**src/rtl/prog_timer_if.sv**
```systemverilog
// rtl/prog_timer_if.sv - control and status bundle for the programmable seconds timer
interface prog_timer_if #(
  parameter int SEC_W = 4
);
  logic             load;
  logic             en;
  logic             auto_reload;
  logic             clear;
  logic [SEC_W-1:0] t_default;
  logic             waited;
  logic             expire_pulse;
  logic             expired;
  logic             running;
  logic [SEC_W-1:0] t_display;

  modport master (
    output load, en, auto_reload, clear, t_default,
    input  waited, expire_pulse, expired, running, t_display
  );

  modport slave (
    input  load, en, auto_reload, clear, t_default,
    output waited, expire_pulse, expired, running, t_display
  );
endinterface

```
**src/rtl/prog_timer.sv**
```systemverilog
// rtl/prog_timer.sv - seconds countdown timer with one-shot and periodic modes
module prog_timer #(
  parameter int TICKS_PER_SEC = 100_000_000,
  parameter int SEC_W         = 4
) (
  input  logic         clock,
  input  logic         reset,
  prog_timer_if.slave  bus
);
  // Prescaler counts TICKS_PER_SEC-1 down to 0, so clog2 bits always hold it.
  localparam int PRE_W = (TICKS_PER_SEC > 1) ? $clog2(TICKS_PER_SEC) : 1;
  localparam logic [PRE_W-1:0] PRE_MAX = PRE_W'(TICKS_PER_SEC - 1);

  localparam logic [1:0] S_IDLE  = 2'd0;
  localparam logic [1:0] S_COUNT = 2'd1;
  localparam logic [1:0] S_DONE  = 2'd2;

  logic [1:0]       state;
  logic [PRE_W-1:0] prescaler;
  logic [SEC_W-1:0] sec;
  logic [SEC_W-1:0] reload;
  logic             expired_q;
  logic             pulse_q;
  logic             sec_tick;
  logic             expiry;

  // A whole second elapses when an enabled count finds the prescaler at zero;
  // it is an expiry when that was the last remaining second.
  always_comb begin
    sec_tick = (state == S_COUNT) && bus.en && (prescaler == '0);
    expiry   = sec_tick && (sec <= SEC_W'(1));
  end

  // Countdown state: reset beats load, load beats counting, clear runs alongside.
  always_ff @(posedge clock) begin
    if (!reset) begin
      state     <= S_IDLE;
      prescaler <= '0;
      sec       <= '0;
      reload    <= '0;
      expired_q <= 1'b0;
      pulse_q   <= 1'b0;
    end else begin
      pulse_q <= 1'b0;
      if (bus.load) begin
        sec       <= bus.t_default;
        reload    <= bus.t_default;
        prescaler <= PRE_MAX;
        expired_q <= 1'b0;
        if (bus.t_default == '0) begin
          // A zero-length countdown finishes immediately.
          state   <= S_DONE;
          pulse_q <= 1'b1;
        end else begin
          state <= S_COUNT;
        end
      end else begin
        if (state == S_COUNT && bus.en) begin
          if (prescaler != '0) begin
            prescaler <= prescaler - PRE_W'(1);
          end else begin
            prescaler <= PRE_MAX;
            if (expiry) begin
              pulse_q <= 1'b1;
              // auto_reload is only looked at here, so mid-count changes wait for expiry.
              if (bus.auto_reload) begin
                sec <= reload;
              end else begin
                sec   <= '0;
                state <= S_DONE;
              end
            end else begin
              sec <= sec - SEC_W'(1);
            end
          end
        end
        // Set wins over a coincident clear.
        if (expiry) begin
          expired_q <= 1'b1;
        end else if (bus.clear) begin
          expired_q <= 1'b0;
        end
      end
    end
  end

  assign bus.waited       = (state == S_DONE) && bus.en;
  assign bus.running      = (state == S_COUNT) && bus.en;
  assign bus.t_display    = sec;
  assign bus.expired      = expired_q;
  assign bus.expire_pulse = pulse_q;
endmodule

```
**src/flat_wrapper.sv**
```systemverilog
// flat-port wrapper written by rule: the top's interface ports become plain ports
module prog_timer_flat 
#(
  parameter int TICKS_PER_SEC = 100_000_000,
  parameter int SEC_W         = 4
)
  (clock, reset, bus_load, bus_en, bus_auto_reload, bus_clear, bus_t_default, bus_waited, bus_expire_pulse, bus_expired, bus_running, bus_t_display);
  prog_timer_if #(.SEC_W(SEC_W)) bus_i ();
  input  logic clock;
  input  logic reset;
  input wire logic [$bits(bus_i.load)-1:0] bus_load;
  input wire logic [$bits(bus_i.en)-1:0] bus_en;
  input wire logic [$bits(bus_i.auto_reload)-1:0] bus_auto_reload;
  input wire logic [$bits(bus_i.clear)-1:0] bus_clear;
  input wire logic [$bits(bus_i.t_default)-1:0] bus_t_default;
  output wire logic [$bits(bus_i.waited)-1:0] bus_waited;
  output wire logic [$bits(bus_i.expire_pulse)-1:0] bus_expire_pulse;
  output wire logic [$bits(bus_i.expired)-1:0] bus_expired;
  output wire logic [$bits(bus_i.running)-1:0] bus_running;
  output wire logic [$bits(bus_i.t_display)-1:0] bus_t_display;
  assign bus_i.load = bus_load;
  assign bus_i.en = bus_en;
  assign bus_i.auto_reload = bus_auto_reload;
  assign bus_i.clear = bus_clear;
  assign bus_i.t_default = bus_t_default;
  assign bus_waited = bus_i.waited;
  assign bus_expire_pulse = bus_i.expire_pulse;
  assign bus_expired = bus_i.expired;
  assign bus_running = bus_i.running;
  assign bus_t_display = bus_i.t_display;
  prog_timer #(.TICKS_PER_SEC(TICKS_PER_SEC), .SEC_W(SEC_W)) u_core (.clock(clock), .reset(reset), .bus(bus_i));
endmodule
```
**config.mk**
```make
export PLATFORM = sky130hd
export DESIGN_NAME = prog_timer_flat
export DESIGN_NICKNAME = d
export VERILOG_FILES = /design/src/rtl/prog_timer_if.sv /design/src/rtl/prog_timer.sv /design/src/flat_wrapper.sv
export SDC_FILE = /design/constraint.sdc
export NUM_CORES = 1
export LEC_CHECK = 0
export CORE_MARGIN = 2
export CORE_UTILIZATION = 33
export CTS_BUF_LIST = sky130_fd_sc_hd__clkbuf_8
export CTS_CLUSTER_SIZE = 25
export DETAILED_ROUTE_END_ITERATION = 8
export PLACE_DENSITY = 0.58
export REMOVE_ABC_BUFFERS = 1
export SYNTH_ARGS = -nofsm -noshare
export SYNTH_HDL_FRONTEND = slang
export SYNTH_SLANG_ARGS = --single-unit
```
**constraint.sdc**
```tcl
create_clock -name clock -period 3.52 [get_ports clock]
set_input_delay 0.704 -clock clock [delete_from_list [all_inputs] [get_ports clock]]
set_output_delay 0.704 -clock clock [all_outputs]
set_load 0.02 [all_outputs]
```
==> qor.txt <==
Port Buf Inserts: 17
Mean Syn Cell Area: 8.590 sq um
All-Layer GR Usage: 15.27%
Worst Max-Slew Pin Slew: 946.5 ps
#FFs+latches synth: 39
WP data arrival: 2290 ps
Area delta synth->final: 16.59%
Type of the worst setup path: input pin to primary output
Largest stage delay on the critical path: 680 ps
Pin count of the biggest net entering global routing: 24
Post-route ant nets: 0
DR vias/cell: 5.372
CP delay by family, top: buffers and inverters
I/O pins: 18
Cell Chain, Critical Path: clkdlybuf4s50_1 > and3b_1 > clkdlybuf4s50_1
Die height: 81.38 um
First-pass GRT wire length: 7.790 mm
Starting Density: 33.77%
Fillers: 607
Final period util: 85.15%
Die ar.: 6622 sq um
Slew Limit Fails: 0
FP Rows: 28
Post-synthesis instance total: 230
DIE WIDTH: 81.38 um
CTS tree: built
Final std cells w/o fill: 323
Top post-synthesis cells by area: dfxtp_1 (40%), xnor2_1 (9.8%), nor2_1 (5.5%)
MaxCap Viol Count: 0
HP Class: flop to flop
Cts hold-fix bufs: 0
Setup violations, final: 0
CP Max Fanout: 11
Dpl hpwl: 3.253 mm
Global route total overflow: 0
Minimum clock period: 2997 ps
Cells after DPL: 317
Netlist cell types: 43
Inserted Diodes: 0
Clock Pin Slew Worst Setup and Hold Paths: 70 ps
Total CTS buffers: 5
Clk pwr share: 29.9%
Sequential Power Share: 53.7%
Critical path launch point type: input pin
Slew margin rel.: 36.42%
Combinational power share: 16.5%
DRC: 0
RSZ-0062 raised after global routing: no
Leading area contributor after synthesis: dfxtp_1
Per-cell routed wire length: 14.02 um
Gates resized, CTS repair: 0
Setup crit end kind: primary output
P_sw: 255.3 uW
Layout Skew: 6.138 ps
GPL Wtd Cong: 0.7876
Peak supply drop: 0.0002134 V
Vias in the first global route: 1614
Status: completed
Clk_lat worst skew: 290 ps
Fin. Hold Viols: 0
Total number of vias: 1735
Sequential area share after synthesis: 39.52%
Worst Path Required: 2820 ps
Lkg Pwr: 0.0008107 uW
TritonCTS Sinks: 39
P_int: 664.6 uW
CP most frequent cell: clkdlybuf4s50_1
Layout cells sized above 1: 6.048%
Initial drt markers: 118
Antenna violations before repair: 0
Yosys warnings: 0
H-tree depth: 2
Hold slack final: 482.2 ps
Setup Fix Bufs, Post-CTS: 0
Synthesized area: 1976 sq um
Buffer levels on the longest clock path: 2
Nets: 263
CP max stage cell: clkdlybuf4s50_1
Final wirelength: 4.527 mm
Fmax: 0.3336 GHz
Top-area cell type share of the netlist area: 39.52%
Power per Cell Area: 399.4 nW/um^2
Clk root buf: clkbuf_8
Core area: 5851 sq um
CP Buf/Inv Count: 2
Setup TNS: 0 ps
Pre-antenna DRT Iters: 4
Sw frac: 27.75%
cells by family (layout without fill, tap and decap cells):
kind of cell	count (synthesis)	after routing	share of synthesized area, %
simple gates	99	99	28.18
compound gates	46	46	14.38
flops	39	39	39.52
xor+xnor	24	24	10.64
buf+inv	14	32	2.723
fa+ha+maj	4	4	2.533
mux	4	4	2.027
worst min-delay path, stage by stage, from the launching register on:
cell	delay, ps
dfxtp_1	310
nand2b_1	60
a21oi_1	60
flip-flops by register name (all words and copies together), names as in the netlist:
name and count:
u_core.prescaler 27, u_core.bus.expire_pulse 1, u_core.state 2, u_core.bus.t_display 4, u_core.reload 4, u_core.bus.expired 1
path summary, 6_finish.rpt:
check	slack, ps	endpoint	from	cells after the start
max	520	bus_running	bus_en	3
min	480	u_core.bus.expired	u_core.bus.expired	2
max reg2reg	1160	u_core.prescaler[15]	u_core.prescaler[2]	5
min reg2reg	480	u_core.bus.expired	u_core.bus.expired	2
layout by cell type (no fill, tap or decap), types with 3 or more instances in the layout:
| cell | synthesis | final |
|---|---|---|
| clkdlybuf4s50_1 | 0 | 17 |
| nand2_1 | 7 | 7 |
| nor2_1 | 29 | 29 |
| nand4_1 | 5 | 5 |
| nor3_1 | 14 | 14 |
| o21ai_1 | 6 | 6 |
| and3_1 | 3 | 3 |
| or4_1 | 7 | 7 |
| buf_4 | 0 | 3 |
| dfxtp_1 | 39 | 39 |
| inv_1 | 6 | 7 |
| or3_1 | 5 | 5 |
| nor4_2 | 3 | 3 |
| a31oi_1 | 4 | 4 |
| xnor2_1 | 22 | 22 |
| ha_1 | 4 | 4 |
| mux2i_1 | 4 | 4 |
| nor4_1 | 11 | 11 |
| clkbuf_8 | 0 | 5 |
| a21oi_1 | 20 | 20 |
| nand3_1 | 4 | 4 |
power groups by stage:
stage / clock [uW] / sequential [uW] / combinational [uW]
3_3_place_gp: 0 / 503 / 150
4_1_cts: 290 / 494 / 152
5_1_grt: 304 / 499 / 168
2_1_floorplan: 0 / 501 / 97.6
6_report: 275 / 494 / 151
3_5_place_dp: 0 / 504 / 151
cell type report:
class                      count  area [sq um]  share of cell area, %
multi-input combinational    177          1141                  49.54
timing repair buffer          20         192.7                  8.365
sequential                    39         780.7                  33.89
clock inverter                 1         3.754                 0.1630
inverter                       6         22.52                 0.9777
tap                           75         93.84                  4.074
clock buffer                   5         68.82                  2.988
routing by layer:
| layer | GRT usage, % | share of wire, % | vias to the layer above |
|---|---|---|---|
| met5 | 0 | 0 | - |
| met4 | 5.593 | 1.6 | 0 |
| met3 | 3.333 | 4.4 | 7 |
| met2 | 23.85 | 45 | 37 |
| met1 | 20.58 | 48 | 809 |
| li1 | - | - | 882 |
synthesized netlist by cell type:
library cell and number:
inv_1 6, nor3_1 14, or4_4 1, dfxtp_1 39, a21oi_1 20, a21o_1 1
buf_2 1, ha_1 4, o311a_1 1, xor2_1 2, o22ai_1 1, and3_1 3
nand2b_1 1, a31oi_1 4, nand4_1 5, or3_1 5, or3b_2 1, a221oi_1 1
o21a_1 1, o21ai_0 2, o21ai_1 6, a22oi_1 2, or4_1 7, nor4b_1 1
o2111ai_1 1, nand2_1 7, mux2i_1 4, xnor2_1 22, o21ba_1 2, o32ai_1 1
or2_2 2, clkbuf_1 7, o311ai_1 1, a32o_1 1, and4_1 1, or4bb_1 1
nor4_2 3, nor2_1 29, o31ai_1 1, nand3_1 4, nor2b_1 1, nor4_1 11
and3b_1 2
stage by stage:
step | power [uW] | util [%] | cell area (sq um) | setup slack, ps
after CTS | 936.7 | 39.37 | 2303 | 518.8
after detailed placement | 655.0 | 38.13 | 2231 | 518.3
after floorplan | 598.7 | - | 1944 | 1314
after global routing | 970.7 | 39.37 | 2303 | 474.6
final | 919.9 | 39.37 | 2303 | 522.8
after global placement | 653.2 | 38.13 | 2231 | 539.8
Power figures use the tool's default switching activity.
